## src/rtl/arm7tdmi_mem_arbiter_if.sv

```systemverilog
// Bundle of the core-side request/response signals and the external
// memory bus seen by the ARM7TDMI memory arbiter.
// The "master" modport is the arbiter's view, because it masters the memory bus.
// The "slave" modport is the view of the surrounding core pipeline and memory model.
interface arm7tdmi_mem_arbiter_if;
    logic        if_req;
    logic [31:0] if_addr;
    logic        if_thumb;
    logic        if_ack;
    logic [31:0] if_rdata;
    logic        if_abort;

    logic        d_req;
    logic        d_we;
    logic        d_byte;
    logic [31:0] d_addr;
    logic [31:0] d_wdata;
    logic        d_ack;
    logic [31:0] d_rdata;
    logic        d_abort;

    logic [31:0] mem_addr;
    logic [31:0] mem_wdata;
    logic        mem_re;
    logic        mem_we;
    logic [3:0]  mem_be;
    logic [31:0] mem_rdata;
    logic        mem_ready;

    modport master (
        input  if_req, if_addr, if_thumb,
        output if_ack, if_rdata, if_abort,
        input  d_req, d_we, d_byte, d_addr, d_wdata,
        output d_ack, d_rdata, d_abort,
        output mem_addr, mem_wdata, mem_re, mem_we, mem_be,
        input  mem_rdata, mem_ready
    );

    modport slave (
        output if_req, if_addr, if_thumb,
        input  if_ack, if_rdata, if_abort,
        output d_req, d_we, d_byte, d_addr, d_wdata,
        input  d_ack, d_rdata, d_abort,
        input  mem_addr, mem_wdata, mem_re, mem_we, mem_be,
        output mem_rdata, mem_ready
    );
endinterface

```

## src/rtl/arm7tdmi_mem_arbiter.sv

```systemverilog
// Single-port memory bus arbiter for the ARM7TDMI fetch unit and load/store
// datapath. Data normally wins contention; a starvation counter forces a
// fetch grant after STARVE_MAX consecutive fetch losses. The bus is fully
// registered, byte lanes are steered for LDR/STR/LDRB/STRB and Thumb fetch,
// and an access that waits TIMEOUT_CYCLES bus cycles is aborted.
module arm7tdmi_mem_arbiter #(
    parameter int TIMEOUT_CYCLES = 16,
    parameter int STARVE_MAX     = 4
) (
    input  logic                          clk,
    input  logic                          rst,
    arm7tdmi_mem_arbiter_if.master        bus
);

    typedef enum logic [1:0] {IDLE, BUS, RESP} state_t;

    localparam int TW = (TIMEOUT_CYCLES > 1) ? $clog2(TIMEOUT_CYCLES) : 1;
    localparam int SW = $clog2(STARVE_MAX + 1);
    localparam logic [TW-1:0] TIMEOUT_LAST = TW'(TIMEOUT_CYCLES - 1);
    localparam logic [SW-1:0] STARVE_LIMIT = SW'(STARVE_MAX);

    state_t        state_q, state_d;
    logic [TW-1:0] timeout_cnt;
    logic [SW-1:0] starve_cnt;

    logic          cur_fetch;
    logic          cur_thumb;
    logic          cur_we;
    logic          cur_byte;
    logic [1:0]    cur_lane;

    logic          any_req;
    logic          grant_fetch;
    logic          bus_timeout;
    logic          win_we;
    logic [31:0]   win_addr;
    logic [31:0]   win_wdata;
    logic [3:0]    win_be;
    logic [31:0]   steered;

    // Arbitration decision and next-state logic
    always_comb begin
        state_d     = state_q;
        any_req     = bus.if_req | bus.d_req;
        grant_fetch = bus.if_req & (~bus.d_req | (starve_cnt == STARVE_LIMIT));
        bus_timeout = ~bus.mem_ready & (timeout_cnt == TIMEOUT_LAST);
        case (state_q)
            IDLE: if (any_req) state_d = BUS;
            BUS:  if (bus.mem_ready | bus_timeout) state_d = RESP;
            RESP: state_d = IDLE;
            default: state_d = IDLE;
        endcase
    end

    // Bus image of the winning request: aligned address, lane enables, replicated store data
    always_comb begin
        win_we    = 1'b0;
        win_addr  = bus.if_addr;
        win_wdata = '0;
        win_be    = 4'hF;
        if (grant_fetch) begin
            if (bus.if_thumb) win_be = bus.if_addr[1] ? 4'b1100 : 4'b0011;
        end else begin
            win_we   = bus.d_we;
            win_addr = bus.d_addr;
            if (bus.d_byte) begin
                win_be    = 4'b0001 << bus.d_addr[1:0];
                win_wdata = {4{bus.d_wdata[7:0]}};
            end else begin
                win_wdata = bus.d_wdata;
            end
        end
    end

    // Read data steering: Thumb halfword, zero-extended byte, or ARM rotated word
    always_comb begin
        steered = '0;
        if (cur_fetch) begin
            if (cur_thumb) steered = cur_lane[1] ? {16'h0, bus.mem_rdata[31:16]}
                                                 : {16'h0, bus.mem_rdata[15:0]};
            else           steered = bus.mem_rdata;
        end else if (cur_byte) begin
            case (cur_lane)
                2'd0: steered = {24'h0, bus.mem_rdata[7:0]};
                2'd1: steered = {24'h0, bus.mem_rdata[15:8]};
                2'd2: steered = {24'h0, bus.mem_rdata[23:16]};
                default: steered = {24'h0, bus.mem_rdata[31:24]};
            endcase
        end else begin
            case (cur_lane)
                2'd0: steered = bus.mem_rdata;
                2'd1: steered = {bus.mem_rdata[7:0],  bus.mem_rdata[31:8]};
                2'd2: steered = {bus.mem_rdata[15:0], bus.mem_rdata[31:16]};
                default: steered = {bus.mem_rdata[23:0], bus.mem_rdata[31:24]};
            endcase
        end
    end

    // FSM state register
    always_ff @(posedge clk or posedge rst) begin
        if (rst) state_q <= IDLE;
        else     state_q <= state_d;
    end

    // Registered bus, responses, latched request and the timeout/starvation counters
    always_ff @(posedge clk or posedge rst) begin
        if (rst) begin
            bus.mem_addr  <= '0;
            bus.mem_wdata <= '0;
            bus.mem_re    <= 1'b0;
            bus.mem_we    <= 1'b0;
            bus.mem_be    <= '0;
            bus.if_ack    <= 1'b0;
            bus.if_rdata  <= '0;
            bus.if_abort  <= 1'b0;
            bus.d_ack     <= 1'b0;
            bus.d_rdata   <= '0;
            bus.d_abort   <= 1'b0;
            cur_fetch     <= 1'b0;
            cur_thumb     <= 1'b0;
            cur_we        <= 1'b0;
            cur_byte      <= 1'b0;
            cur_lane      <= '0;
            timeout_cnt   <= '0;
            starve_cnt    <= '0;
        end else begin
            case (state_q)
                IDLE: begin
                    if (any_req) begin
                        bus.mem_addr  <= {win_addr[31:2], 2'b00};
                        bus.mem_wdata <= win_wdata;
                        bus.mem_be    <= win_be;
                        bus.mem_re    <= ~win_we;
                        bus.mem_we    <= win_we;
                        cur_fetch     <= grant_fetch;
                        cur_thumb     <= bus.if_thumb;
                        cur_we        <= win_we;
                        cur_byte      <= bus.d_byte;
                        cur_lane      <= win_addr[1:0];
                        timeout_cnt   <= '0;
                        if (bus.if_req && bus.d_req) begin
                            if (grant_fetch)                  starve_cnt <= '0;
                            else if (starve_cnt != STARVE_LIMIT) starve_cnt <= starve_cnt + 1'b1;
                        end else if (bus.if_req) begin
                            starve_cnt <= '0;
                        end
                    end
                end
                BUS: begin
                    if (bus.mem_ready || bus_timeout) begin
                        bus.mem_addr  <= '0;
                        bus.mem_wdata <= '0;
                        bus.mem_be    <= '0;
                        bus.mem_re    <= 1'b0;
                        bus.mem_we    <= 1'b0;
                        timeout_cnt   <= '0;
                        if (cur_fetch) begin
                            bus.if_ack   <= 1'b1;
                            bus.if_abort <= ~bus.mem_ready;
                            bus.if_rdata <= bus.mem_ready ? steered : '0;
                        end else begin
                            bus.d_ack   <= 1'b1;
                            bus.d_abort <= ~bus.mem_ready;
                            bus.d_rdata <= (bus.mem_ready && !cur_we) ? steered : '0;
                        end
                    end else begin
                        timeout_cnt <= timeout_cnt + 1'b1;
                    end
                end
                RESP: begin
                    bus.if_ack   <= 1'b0;
                    bus.if_rdata <= '0;
                    bus.if_abort <= 1'b0;
                    bus.d_ack    <= 1'b0;
                    bus.d_rdata  <= '0;
                    bus.d_abort  <= 1'b0;
                    timeout_cnt  <= '0;
                end
                default: ;
            endcase
        end
    end

endmodule

```

## src/flat_wrapper.sv

```systemverilog
// flat-port wrapper written by rule: the top's interface ports become plain ports
module arm7tdmi_mem_arbiter_flat 
#(
    parameter int TIMEOUT_CYCLES = 16,
    parameter int STARVE_MAX     = 4
)
  (clk, rst, bus_if_req, bus_if_addr, bus_if_thumb, bus_if_ack, bus_if_rdata, bus_if_abort, bus_d_req, bus_d_we, bus_d_byte, bus_d_addr, bus_d_wdata, bus_d_ack, bus_d_rdata, bus_d_abort, bus_mem_addr, bus_mem_wdata, bus_mem_re, bus_mem_we, bus_mem_be, bus_mem_rdata, bus_mem_ready);
  arm7tdmi_mem_arbiter_if bus_i ();
  input  logic clk;
  input  logic rst;
  input wire logic [$bits(bus_i.if_req)-1:0] bus_if_req;
  input wire logic [$bits(bus_i.if_addr)-1:0] bus_if_addr;
  input wire logic [$bits(bus_i.if_thumb)-1:0] bus_if_thumb;
  output wire logic [$bits(bus_i.if_ack)-1:0] bus_if_ack;
  output wire logic [$bits(bus_i.if_rdata)-1:0] bus_if_rdata;
  output wire logic [$bits(bus_i.if_abort)-1:0] bus_if_abort;
  input wire logic [$bits(bus_i.d_req)-1:0] bus_d_req;
  input wire logic [$bits(bus_i.d_we)-1:0] bus_d_we;
  input wire logic [$bits(bus_i.d_byte)-1:0] bus_d_byte;
  input wire logic [$bits(bus_i.d_addr)-1:0] bus_d_addr;
  input wire logic [$bits(bus_i.d_wdata)-1:0] bus_d_wdata;
  output wire logic [$bits(bus_i.d_ack)-1:0] bus_d_ack;
  output wire logic [$bits(bus_i.d_rdata)-1:0] bus_d_rdata;
  output wire logic [$bits(bus_i.d_abort)-1:0] bus_d_abort;
  output wire logic [$bits(bus_i.mem_addr)-1:0] bus_mem_addr;
  output wire logic [$bits(bus_i.mem_wdata)-1:0] bus_mem_wdata;
  output wire logic [$bits(bus_i.mem_re)-1:0] bus_mem_re;
  output wire logic [$bits(bus_i.mem_we)-1:0] bus_mem_we;
  output wire logic [$bits(bus_i.mem_be)-1:0] bus_mem_be;
  input wire logic [$bits(bus_i.mem_rdata)-1:0] bus_mem_rdata;
  input wire logic [$bits(bus_i.mem_ready)-1:0] bus_mem_ready;
  assign bus_i.if_req = bus_if_req;
  assign bus_i.if_addr = bus_if_addr;
  assign bus_i.if_thumb = bus_if_thumb;
  assign bus_if_ack = bus_i.if_ack;
  assign bus_if_rdata = bus_i.if_rdata;
  assign bus_if_abort = bus_i.if_abort;
  assign bus_i.d_req = bus_d_req;
  assign bus_i.d_we = bus_d_we;
  assign bus_i.d_byte = bus_d_byte;
  assign bus_i.d_addr = bus_d_addr;
  assign bus_i.d_wdata = bus_d_wdata;
  assign bus_d_ack = bus_i.d_ack;
  assign bus_d_rdata = bus_i.d_rdata;
  assign bus_d_abort = bus_i.d_abort;
  assign bus_mem_addr = bus_i.mem_addr;
  assign bus_mem_wdata = bus_i.mem_wdata;
  assign bus_mem_re = bus_i.mem_re;
  assign bus_mem_we = bus_i.mem_we;
  assign bus_mem_be = bus_i.mem_be;
  assign bus_i.mem_rdata = bus_mem_rdata;
  assign bus_i.mem_ready = bus_mem_ready;
  arm7tdmi_mem_arbiter #(.TIMEOUT_CYCLES(TIMEOUT_CYCLES), .STARVE_MAX(STARVE_MAX)) u_core (.clk(clk), .rst(rst), .bus(bus_i));
endmodule
```

## config.mk

```make
export PLATFORM = sky130hd
export DESIGN_NAME = arm7tdmi_mem_arbiter_flat
export DESIGN_NICKNAME = d
export VERILOG_FILES = /design/src/rtl/arm7tdmi_mem_arbiter_if.sv /design/src/rtl/arm7tdmi_mem_arbiter.sv /design/src/flat_wrapper.sv
export SDC_FILE = /design/constraint.sdc
export NUM_CORES = 1
export LEC_CHECK = 0
export ABC_AREA = 1
export ABC_CLOCK_PERIOD_IN_PS = 7700
export CAP_MARGIN = 20
export CORE_AREA = 8 8 153 155
export DETAILED_ROUTE_END_ITERATION = 6
export DIE_AREA = 0 0 161 163
export DONT_BUFFER_PORTS = 1
export PLACE_DENSITY = 0.51
export SYNTH_ARGS = -nofsm -noshare
export SYNTH_HDL_FRONTEND = slang
export SYNTH_SLANG_ARGS = --single-unit
```

## constraint.sdc

```tcl
create_clock -name clk -period 7.7 [get_ports clk]
set_input_delay 0.385 -clock clk [delete_from_list [all_inputs] [get_ports clk]]
set_output_delay 0.385 -clock clk [all_outputs]
set_load 0.05 [all_outputs]
```

==> impl_summary.txt <==
----------------------------------------------------
[Detailed routing]
  Wirelength per Cell ... 19.1 um
  Via count ... 6,849
  Total detailed-routing wirelength ... 25,900 um
  First-iteration detailed-routing DRC count ... 468
  Number of optimization iterations in the first detailed-route pass ... 4
  Number of nets with antenna violations after detailed routing ... 0
  DRC Markers ... 0
  Post-detailed-route via-to-cell ratio ... 5.06

[CTS]
  Number of H-tree levels ... 4
  Post-CTS Setup Bufs ... 0
  Clock latency of the later-clocked register in the worst-skew pair ... 0.43 ns
  Clock tree from TritonCTS ... yes
  CTS root buffer ... sky130_fd_sc_hd__clkbuf_16
  Number of resized instances in the post-cts repair step ... 0
  Total clock buffers created by CTS ... 17
  Clk slew on worst S/H paths ... 0.07 ns
  Number of buffers on the longest clock path ... 2
  Total clock sinks ... 151
  Number of buffers inserted for hold repair after clock tree synthesis ... 0

[Synthesis]
  Primary FF master, synth ... sky130_fd_sc_hd__dfrtp_1
  Proportion of register bits with asynchronous set or reset after synthesis ... 100%
  Portion of the post-synthesis area used by sequential elements ... 48.5%
  Count of cell types in the netlist ... 27
  Mean Syn Cell Area ... 7.08 um^2
  Number of flip-flops and latches in the synthesized netlist ... 151
  Number of flops mapped to enable cells by yosys ... 0
  Total of warnings raised by yosys ... 0
  Number of instances in the synthesized netlist ... 1,099
  Netlist area before placement ... 7790 um^2

[Floorplan]
  Number of placement rows ... 53
  Total Die Area ... 26,200 um^2
  Area of the core region ... 20,800 um^2
  Effective utilization at floorplan ... 37.4%
  Number of I/O pins ... 274
  Chip Height ... 163 um
  Die Width ... 161 um

[Layout]
  Area growth from synthesis to final layout ... 9.80%
  Leading cell types in the layout, fill and taps excluded ... 542 x sky130_fd_sc_hd__nand2_1, 151 x sky130_fd_sc_hd__dfrtp_1, 96 x sky130_fd_sc_hd__o21ai_0, 66 x sky130_fd_sc_hd__nand3_1, 52 x sky130_fd_sc_hd__nor2_1
  Most frequent standard cell in the layout excluding fill and tap cells ... sky130_fd_sc_hd__nand2_1
  Design area ... 8550 um^2
  Footprint of the flip-flops and latches ... 3780 um^2
  Multi-input combinational cell area ... 3520 um^2
  Filler Cells Inserted ... 2,217
  Antenna cell count ... 0
  Ratio of cells with drive above 1 in the final layout ... 5.10%
  Post-route insts no fill ... 1,354
  Nets@finish ... 1,205

[STA]
  Slew Limit Headroom ... 33.1%
  Final min period ... 2.81 ns
  Unrepaired setup endpoints after global routing ... false
  Transition time of the tightest slew-check pin ... 1.00 ns
  Setup-violating endpoint count in the final report ... 0
  Final Hold Slack ... -0.0117 ns
  Number of max-slew violations in the final report ... 0
  Achievable Freq ... 0.355 GHz
  Final critical-path share of the clock period ... 36.5%
  Skew final ... 0.0179 ns
  Sum Neg Setup Slack ... 0 ns
  Hold Violations, Final ... 13

[Critical path]
  Biggest fanout along the worst timing path ... 28
  Cell with the biggest individual delay on the critical path ... sky130_fd_sc_hd__dfrtp_1
  Classification of the worst setup path ... flop to flop
  Cell breakdown of the critical path ... nand2_1 -> inv_1 -> a21oi_1 -> nand2_1 -> nand2_1 -> nand2_1 -> nand2_1
  Dominant cell type by count on the critical path ... sky130_fd_sc_hd__nand2_1
  Cell family with the largest share of critical-path delay ... simple AND/OR/NAND/NOR gates
  CP Buf/Inv Count ... 1
  Required time at the worst-slack endpoint ... 8.00 ns
  Worst setup SP type ... flop
  Critical path endpoint category ... flop
  Slowest cell delay on critical path ... 0.91 ns
  Worst EP arrival ... 3.12 ns

[Run status]
  Result of the run ... finished with violations
  Violated checks ... hold timing

[Power and ir drop]
  Total leakage power ... 4.57 nW
  Clock Power Share ... 20.3%
  Share of power burned in combinational logic ... 27.4%
  Power dissipated by switching net loads ... 2.42 mW
  Worst vdd ir ... 0.211 mV
  Seq pwr share ... 52.3%
  Cell internal power dissipation ... 1.96 mW
  Power per standard cell area ... 512 nW/um^2
  Fraction of power spent switching nets ... 55.4%

[Global route]
  Largest net degree at the start of global routing ... 90
  Global-route wire length before repair ... 40,300 um
  Remaining global-route overflow ... 0
  Vias in the first global route ... 7,093
  Initial antenna violation count ... 2
  GRT Util Overall ... 19.5%

[Placed design]
  Number of port buffers ... 0
  Final RePlAce weighted congestion ... 0.851
  DP HPWL ... 18,500 um
  Dpl cells ... 1,321
  Cell area reported after detailed placement ... 7910 um^2

[Min path]
  Path type of the worst min-delay path ... primary input to async pin

[Run]
  Maximum Capacitance Violations ... 0

----------------------------------------------------
-- per-stage QoR --
| step | total power [mW] | hold slack, ns | utilization [%] | setup WS, ns |
|---|---|---|---|---|
| floorplan | 3.16 | 0.473 | - | 3.25 |
| global placement | 3.52 | 0.487 | 37.9 | 4.69 |
| detailed placement | 3.54 | 0.482 | 38.0 | 4.69 |
| CTS | 4.44 | 0.0273 | 40.9 | 4.69 |
| global route | 4.69 | 0.0566 | 41.1 | 4.65 |
| finish | 4.38 | -0.0117 | 41.1 | 4.89 |
-- path summary, 6_finish.rpt --
path	from	end	slack, ns	cells past startpoint
hold reg to reg	u_core.starve_cnt[1]$_DFFE_PP0P_	u_core.starve_cnt[1]$_DFFE_PP0P_	0.53	2
max in group asynchronous	rst	u_core.bus.mem_wdata[12]$_DFFE_PP0P_	6.36	2
setup / recovery	u_core.cur_lane[0]$_DFFE_PP0P_	u_core.bus.if_rdata[30]$_DFFE_PP0P_	4.89	7
min in group clk	bus_d_wdata[6]	u_core.bus.mem_wdata[6]$_DFFE_PP0P_	0.08	2
setup reg to reg	u_core.cur_lane[0]$_DFFE_PP0P_	u_core.bus.if_rdata[30]$_DFFE_PP0P_	4.89	7
hold / removal	rst	u_core.bus.if_rdata[29]$_DFFE_PP0P_	-0.01	1
-- worst register-to-register path: cells and delay by family (launching register included) --
family / cells / cell delay, ns
buffers and inverters: 1 / 0.50
AO/OA/AOI/OAI: 1 / 0.11
AND/OR/NAND/NOR: 5 / 1.18
flip-flops: 1 / 0.91
-- area by class of cell --
type | instances | share of cell area [%]
Timing Repair Buffer | 7 | 0.995
Sequential cell | 151 | 44.2
Clock buffer | 17 | 4.98
Inverter | 54 | 2.43
Tap cell | 275 | 4.02
Multi-Input combinational cell | 835 | 41.1
Clock inverter | 15 | 2.24
-- power groups by stage --
stage / logic, mW / registers [mW] / clock network [mW]
2_1_floorplan: 1.00 / 2.16 / 0
3_3_place_gp: 1.19 / 2.32 / 0
3_5_place_dp: 1.22 / 2.32 / 0
4_1_cts: 1.22 / 2.31 / 0.915
5_1_grt: 1.41 / 2.34 / 0.944
6_report: 1.20 / 2.29 / 0.888
-- cell usage after synthesis (7+ instances only) --
cell type	number	area, um^2
sky130_fd_sc_hd__o21ai_1	10	50.1
sky130_fd_sc_hd__o21ai_0	96	480
sky130_fd_sc_hd__buf_2	29	145
sky130_fd_sc_hd__buf_4	9	67.6
sky130_fd_sc_hd__o211ai_1	9	67.6
sky130_fd_sc_hd__nand2_1	542	2030
sky130_fd_sc_hd__nand3_1	66	330
sky130_fd_sc_hd__nor2_1	54	203
sky130_fd_sc_hd__clkbuf_1	20	75.1
sky130_fd_sc_hd__inv_2	7	26.3
sky130_fd_sc_hd__a21oi_1	39	195
sky130_fd_sc_hd__dfrtp_1	151	3780
sky130_fd_sc_hd__inv_1	47	176
-- per-layer routing --
layer / global-route usage, % / vias up / wire [um]
li1: - / 3385 / -
met2: 33.1 / 229 / 12600
met3: 8.82 / 23 / 2740
met5: 0 / - / 22
met1: 21.9 / 3208 / 10200
met4: 5.30 / 4 / 295
-- flip-flops by register name, summed over array words and instances (netlist names) --
name,flops
u_core.bus.d_rdata,32
u_core.bus.if_rdata,32
u_core.bus.mem_wdata,32
u_core.bus.mem_addr,30
u_core.bus.mem_be,4
u_core.timeout_cnt,4
u_core.starve_cnt,3
u_core.cur_lane,2
u_core.state_q,2
u_core.bus.d_abort,1
u_core.bus.d_ack,1
u_core.bus.if_abort,1
u_core.bus.if_ack,1
u_core.bus.mem_re,1
u_core.bus.mem_we,1
u_core.cur_byte,1
u_core.cur_fetch,1
u_core.cur_thumb,1
u_core.cur_we,1
-- cells by family after synthesis --
family / share of synthesized area (%)
and+or+nand+nor: 33.6
AOI/OAI and AO/OA: 10.6
buffers and inverters: 6.41
xor gates and xnor gates: 0.338
adders and majority gates: 0.482
DFF: 48.5
other: 0.0482
No activity file was read; power rests on OpenSTA's default activity.
